[src/rtl/bn_param_loader.sv]
`default_nettype none
// ============================================================================
// Module      : bn_param_loader
// Description : Loads a selectable subset of the six batch-norm parameters
//               (stan_dev, avg, gamma, beta, a, b) from a valid/ready word
//               stream. Words arrive in ascending mask-bit order; each
//               accepted word is placed in a shared data register and the
//               matching one-cycle write strobe fires in the next cycle.
//               A done pulse follows the last strobe by one cycle.
// Revision    : 1.0 - initial release
// ----------------------------------------------------------------------------
// Ports
//   clk             in   clock, rising edge
//   rst_n           in   synchronous active-low reset
//   start           in   load request (sampled only in IDLE)
//   load_mask[5:0]  in   parameter select captured with start
//   abort           in   cancel the current load
//   s_data          in   incoming parameter word
//   s_valid         in   s_data valid
//   s_ready         out  loader accepts s_data
//   *_out           out  parameter data (all share one data register)
//   valid_*         out  one-cycle write strobes
//   busy            out  FSM not in IDLE
//   done            out  one-cycle completion pulse
// ============================================================================
module bn_param_loader #(
  parameter int DATA_WIDTH = 16
) (
  input  logic                  clk,
  input  logic                  rst_n,
  input  logic                  start,
  input  logic [5:0]            load_mask,
  input  logic                  abort,
  input  logic [DATA_WIDTH-1:0] s_data,
  input  logic                  s_valid,
  output logic                  s_ready,
  output logic [DATA_WIDTH-1:0] stan_dev_out,
  output logic [DATA_WIDTH-1:0] avg_out,
  output logic [DATA_WIDTH-1:0] gamma_out,
  output logic [DATA_WIDTH-1:0] beta_out,
  output logic [DATA_WIDTH-1:0] a_out,
  output logic [DATA_WIDTH-1:0] b_out,
  output logic                  valid_stan_dev,
  output logic                  valid_avg,
  output logic                  valid_gamma,
  output logic                  valid_beta,
  output logic                  valid_a,
  output logic                  valid_b,
  output logic                  busy,
  output logic                  done
);

  typedef enum logic [1:0] {
    ST_IDLE  = 2'd0,
    ST_LOAD  = 2'd1,
    ST_FLUSH = 2'd2,
    ST_DONE  = 2'd3
  } state_t;

  state_t                r_state;
  state_t                w_state_next;
  logic [5:0]            r_mask_q;
  logic [2:0]            r_idx;
  logic [DATA_WIDTH-1:0] r_data;
  logic [5:0]            r_strobe;

  logic                  w_s_ready;
  logic                  w_handshake;
  logic                  w_start_ok;
  logic [2:0]            w_first_idx;
  logic [2:0]            w_next_idx;
  logic                  w_has_next;

  assign w_s_ready   = (r_state == ST_LOAD) && !abort;
  assign w_handshake = s_valid && w_s_ready;
  assign w_start_ok  = (r_state == ST_IDLE) && start && !abort;

  // Lowest set bit of the incoming mask; scanning downward lets the last
  // hit win, which is the lowest index.
  always_comb begin
    w_first_idx = 3'd0;
    for (int i = 5; i >= 0; i--) begin
      if (load_mask[i]) w_first_idx = 3'(i);
    end
  end

  // Next selected parameter strictly above the one currently being served.
  always_comb begin
    w_has_next = 1'b0;
    w_next_idx = 3'd0;
    for (int i = 5; i >= 0; i--) begin
      if (r_mask_q[i] && (3'(i) > r_idx)) begin
        w_has_next = 1'b1;
        w_next_idx = 3'(i);
      end
    end
  end

  always_ff @(posedge clk) begin
    if (!rst_n) r_state <= ST_IDLE;
    else        r_state <= w_state_next;
  end

  always_comb begin
    w_state_next = r_state;
    case (r_state)
      ST_IDLE: begin
        if (w_start_ok) w_state_next = (load_mask != 6'd0) ? ST_LOAD : ST_DONE;
      end
      ST_LOAD: begin
        if (abort)                          w_state_next = ST_IDLE;
        else if (w_handshake && !w_has_next) w_state_next = ST_FLUSH;
      end
      ST_FLUSH: w_state_next = abort ? ST_IDLE : ST_DONE;
      ST_DONE:  w_state_next = ST_IDLE;
      default:  w_state_next = ST_IDLE;
    endcase
  end

  always_ff @(posedge clk) begin
    if (!rst_n) begin
      r_mask_q <= '0;
      r_idx    <= '0;
      r_data   <= '0;
      r_strobe <= '0;
    end else begin
      r_strobe <= '0;
      if (w_start_ok) begin
        r_mask_q <= load_mask;
        r_idx    <= w_first_idx;
      end
      if (w_handshake) begin
        r_data   <= s_data;
        r_strobe <= 6'b1 << r_idx;
        if (w_has_next) r_idx <= w_next_idx;
      end
    end
  end

  // Control outputs are gated by rst_n so they read 0 for the whole reset
  // cycle, not just after the first reset edge.
  assign s_ready        = rst_n && w_s_ready;
  assign busy           = rst_n && (r_state != ST_IDLE);
  assign done           = rst_n && (r_state == ST_DONE);
  assign valid_stan_dev = rst_n && r_strobe[0];
  assign valid_avg      = rst_n && r_strobe[1];
  assign valid_gamma    = rst_n && r_strobe[2];
  assign valid_beta     = rst_n && r_strobe[3];
  assign valid_a        = rst_n && r_strobe[4];
  assign valid_b        = rst_n && r_strobe[5];

  assign stan_dev_out = r_data;
  assign avg_out      = r_data;
  assign gamma_out    = r_data;
  assign beta_out     = r_data;
  assign a_out        = r_data;
  assign b_out        = r_data;

endmodule
`default_nettype wire

[config.mk]
export PLATFORM = sky130hd
export DESIGN_NAME = bn_param_loader
export DESIGN_NICKNAME = d
export VERILOG_FILES = /design/src/rtl/bn_param_loader.sv
export SDC_FILE = /design/constraint.sdc
export NUM_CORES = 1
export LEC_CHECK = 0
export ABC_CLOCK_PERIOD_IN_PS = 1700
export CAP_MARGIN = 20
export CORE_UTILIZATION = 36
export CTS_CLUSTER_SIZE = 8
export DETAILED_ROUTE_END_ITERATION = 8
export HOLD_SLACK_MARGIN = 0.15
export PLACE_DENSITY_LB_ADDON = 0.15
export SYNTH_ARGS = -nofsm -noshare
export SYNTH_HDL_FRONTEND = slang
export SYNTH_SLANG_ARGS = --single-unit
[constraint.sdc]
create_clock -name clk -period 1.7 [get_ports clk]
set_input_delay 0.17 -clock clk [delete_from_list [all_inputs] [get_ports clk]]
set_output_delay 0.17 -clock clk [all_outputs]
set_load 0.05 [all_outputs]
After elaboration in Yosys (flattened, before gate mapping)
Cells that the tools add are included.
- register bits after elaboration: 33
- bits of input ports: 27
- logic and storage cells: 71
- order comparisons: 6
- equality and inequality tests: 5
- shift operators: 1
- reduce and logical (&&, ||, !) cells: 27
- multiplexer cells: 27
- operator list (kind ; number):
    3-bit two-way mux ; 15
    1-bit logical AND ; 20
    2-bit two-way mux ; 5
    2-bit case mux with 4 select lines ; 1
    1-bit by 3-bit > comparator with 1-bit output (first input constant) ; 2
    2-bit by 3-bit > comparator with 1-bit output (first input constant) ; 2
    3-bit > comparator (first input constant) ; 2
    1-bit two-way mux ; 6
    6-bit nonzero test ; 1
    1-bit by 3-bit << shifter with 6-bit output (first input constant) ; 1
    2-bit == test (second input constant) ; 2
    2-bit AND reduction ; 2
    3-bit by 2-bit != test with 1-bit output (second input constant) ; 1
    2-bit by 1-bit == test with 1-bit output (second input constant) ; 1
    1-bit zero test ; 2
    2-bit zero test ; 1
    2-bit != test (second input constant) ; 1
    2-bit nonzero test ; 1

Longest topological paths before layout
- depth after elaboration: 13
- mapped depth: 6

Worst setup path after synthesis
No wires, ideal clock.
- path kind: flip-flop to flip-flop
- start point: register r_state[1]
- end point: register r_idx[1]
- buffers on the path: 1
- slack: 0.228 ns
- period minus slack after synthesis: 1.472 ns
- setup time: 0.115 ns
- arrival time: 1.357 ns
- cell stages (with the launch flop): 6
- required time: 1.585 ns
- cells stage by stage: dfxtp_1 > or4b_4 > buf_6 > a21oi_1 > nor2_1 > o21a_1
- word-level cells in the longest chain between the ends: 6
- elaborated cells on any way between the ends: 9
- RTL lines (what ; RTL line ; RTL):
    start, declared ; 60 ; state_t r_state;
    start signal, assigned ; 101 ; else r_state <= w_state_next;
    2-bit zero test ; 76 ; assign w_start_ok = (r_state == ST_IDLE) && start && !abort;
    1-bit logical AND (2 in a row) ; 76 ;
    3-bit two-way mux ; 128 ; if (w_start_ok) begin
    3-bit two-way mux ; 135 ; if (w_has_next) r_idx <= w_next_idx;
    3-bit two-way mux (*) ; 132 ; if (w_handshake) begin
    end signal, assigned ; 130 ; r_idx <= w_first_idx;
    end signal, assigned ; 135 ;
    end, declared ; 63 ; logic [2:0] r_idx;
Every way passes the cells marked *; elsewhere a longest branch is shown, timed or not.
A chain may end at the register's enable or synchronous reset.

Worst setup path after layout
Same ends and word-level chain as after synthesis.

==> metrics.log <==
INFO  metric number_of_cts_inserted_buffers = 5
INFO  metric fp.dieH = 76.57 um
INFO  metric post_layout_nonfiller_instances = 384
INFO  metric worstReg2RegEnd = r_idx[1]
INFO  metric post_synth.cell_area_avg = 7.944 um2
INFO  metric worstHoldPathCells = 3
INFO  metric status = finished clean
INFO  metric report.final.setup_viol = 0
INFO  metric antenna_violations_before_repair = 0
INFO  metric worst-path-max-fanout = 9
INFO  metric placer_s_final_routability_congestion_estimate = 0.8044
INFO  metric clock-skew-final = 5.862 ps
INFO  metric timing.final.crit_share = 90.26%
INFO  metric place_ws = -99.15 ps
INFO  metric pin_count = 132
INFO  metric worst_hold_path.endpoint = a_out[1]
INFO  metric numPortBuffers = 131
INFO  metric final.fill_count = 512
INFO  metric reg2reg_depth = 5
INFO  metric ir_worst_vdd = 0.3656 mV
INFO  metric routed_wire_length_per_instance = 11.96 um
INFO  metric rsz_0062_raised_after_global_routing = no
INFO  metric crit_type = reg2reg
INFO  metric cp_data_arrival_time = 1760 ps
INFO  metric hold_start = s_data[1]
INFO  metric hold_viol_final = 0
INFO  metric critical-path-top-delay-family = simple AND/OR/NAND/NOR gates
INFO  metric grtUsageTotal = 15.47%
INFO  metric cp_cell_sequence = or4b_4, nor4_4, a21oi_1, nor2_1, o21a_1
INFO  metric layout_overhead_on_the_synthesized_area = 39.50%
INFO  metric critical_path_depth = 5
INFO  metric hold_class = in2reg
INFO  metric cp.required = 1930 ps
INFO  metric power_per_cell_area = 603.8 nW/um2
INFO  metric period_minus_slack = 1534 ps
INFO  metric syn_area = 2002 um2
INFO  metric num_vias = 1727
INFO  metric slew_headroom = 69.78%
INFO  metric r2r_setup_slack = 170 ps
INFO  metric vias_per_instance = 4.497
INFO  metric start_kind = flop
INFO  metric most_crowded_layer_gr = met2
INFO  metric mappedNetlistNets = 279
INFO  metric die_ar = 5863 um2
INFO  metric grt_util_met3 = 5.150%
INFO  metric crit_path_buffers_inverters = 0
INFO  metric syn-instance-count = 252
INFO  metric fin_util = 53.32%
INFO  metric leakagePower = 1.280 nW
INFO  metric core_region_area = 5238 um2
INFO  metric worst_path_largest_cell_delay = 630 ps
INFO  metric routed_wirelength = 4.592 mm
INFO  metric groute.layer.met2.usage = 27.57%
INFO  metric dieWidth = 76.57 um
INFO  metric synthDistinctLibCells = 35
INFO  metric first_pass_grt_wire_length = 7.293 mm
INFO  metric drt_iter0_markers = 43
INFO  metric place_hpwl = 3.611 mm
INFO  metric clk_transition_reported_paths = 60 ps
INFO  metric final_layout_size_suffix_gt1_share = 42.36%
INFO  metric critical_path.endpoint_type = flop
INFO  metric detail_route.drc_violations = 0
INFO  metric globalRouteOverflowTotal = 0
INFO  metric first_global_vias = 1535
INFO  metric final_nets = 341
INFO  metric clk_latency = 280 ps
INFO  metric final_antenna_net_count = 0
INFO  metric gr-usage-met1 = 16.89%
INFO  metric max_fclk = 651.7 MHz
INFO  metric maxCapViolations = 0
INFO  metric synth.yosys.seq_area_share = 32.00%
INFO  metric finalHoldWorstSlack = 433.8 ps
INFO  metric ant_diodes = 0
INFO  metric timing_worst_slew_pin_value = 449.2 ps
INFO  metric cts-root-to-sink-buffers = 2
INFO  metric post_place_cells = 377
INFO  metric postCtsSetupRepairBufs = 0
INFO  metric r2r-start = r_state[1]
INFO  metric yosys_warnings = 0
INFO  metric drt_pass_1_iters = 4
INFO  metric cp_slowest_cell = or4b_4
INFO  metric cts_tree = yes
INFO  metric tritoncts_num_sinks = 32
INFO  metric hold_buffer_count_at_cts = 0
INFO  metric postSynthRegisterBits = 32
INFO  metric htree_levels = 2
INFO  metric initial_utilization = 38.22%
INFO  metric clk_root_buffer_cell = clkbuf_8
INFO  metric grt_start_max_net_pins = 14
INFO  metric totalNegativeSetupSlack = 0 ps
INFO  metric finalMaxSlewViolations = 0
INFO  metric core.rowCount = 26
INFO  metric post-route-worst-setup-slack = 165.6 ps
==> worst max-delay path by stage <==
| stage | startpoint | endpoint | slack, ps |
|---|---|---|---|
| after global routing | r_state[1] | r_idx[1] | 50 |
| after global placement | abort | r_idx[1] | -40 |
| after detailed placement | abort | r_idx[1] | -100 |
| after CTS | r_state[1] | r_idx[1] | 100 |
| after floorplan | r_state[1] | r_idx[1] | 230 |
| final | r_state[1] | r_idx[1] | 170 |
==> logic make-up after synthesis <==
family | synth area share (%)
compound gates | 11.63
buf+inv | 33.50
flops | 32.00
mux | 3.563
simple gates | 19.31
==> through the flow <==
stage | cell area (um2) | total power, mW
floorplan | 2002 | 1.046
global placement | 2700 | 1.169
detailed placement | 2700 | 1.170
CTS | 2778 | 1.709
global route | 2793 | 1.763
finish | 2793 | 1.686
==> metal layers <==
metal  up-vias  wire length, um
met4         0               63
li1        866                -
met5         -                0
met3         6              444
met1       767             1840
met2        88             2244
==> Yosys cell counts <==
cell	number	area, um2
and4bb_2	1	12.51
nor3_1	3	15.01
a211oi_1	2	15.01
a21oi_1	23	115.1
o31ai_1	1	7.510
buf_2	2	10.01
or4b_4	1	13.76
or3_1	1	6.260
clkbuf_1	4	15.01
o211ai_1	1	7.510
buf_4	80	600.6
nor4_1	6	37.54
o32a_1	1	10.01
buf_6	2	22.52
o21bai_1	2	15.01
and3_2	1	7.510
mux2_2	1	11.26
nand2b_1	3	18.77
and2_1	6	37.54
mux2i_1	6	60.06
o21ai_0	2	10.01
dfxtp_1	32	640.6
nor3b_1	1	7.510
nor2_1	15	56.30
nor2b_1	4	25.02
nand2_1	38	142.6
o311ai_2	1	16.27
a31oi_1	1	6.260
clkinv_1	1	3.750
or2_2	1	6.260
inv_1	3	11.26
o21a_1	1	7.510
o31ai_2	1	12.51
buf_1	2	7.510
o21ai_1	2	10.01
==> worst register-to-register path: stages (launching register included) <==
cell	delay, ps
dfxtp_1	360
or4b_4	630
nor4_4	230
a21oi_1	60
nor2_1	100
o21a_1	100
==> placed cells by master (no fill, tap or decap), drive strengths merged <==
cell             n
clkdlybuf4s50   26
a211oi           2
clkinv           2
o21a             1
o32a             1
nand2           38
o311ai           1
mux2i            6
or2              1
a31oi            1
or3              1
nor2b            4
nor4             6
or4b             1
clkbuf           6
and2             6
mux2             1
nor3b            1
and3             1
a21oi           23
buf            119
nand2b           3
o31ai            2
dfxtp           32
o211ai           1
and4bb           1
o21ai            4
nor2            15
inv              3
nor3             3
o21bai           2
==> timing repair <==
action	CTS	global route
gates resized for setup	0	2
setup endpoints to repair	0	1
hold endpoints to repair	0	0
==> flip-flops by register name (all words and copies together) (netlist names) <==
register  flops
r_mask_q      5
r_idx         3
r_strobe      6
a_out        16
r_state       2
==> power by group <==
group	switching [mW]	internal [mW]	total, mW
registers	0.0240	0.767	0.791
logic	0.211	0.153	0.365
clock network	0.253	0.277	0.531
==> layout make-up <==
type	count	area [um2]	area share (%)
tap	70	87.58	3.136
inverter	4	15.01	0.5376
clock buffer	6	72.57	2.599
clock inverter	1	5.005	0.1792
multi-input combinational	126	705.7	25.27
timing repair buffer	145	1266	45.34
sequential	32	640.6	22.94
(Power assumes the default switching activity.)
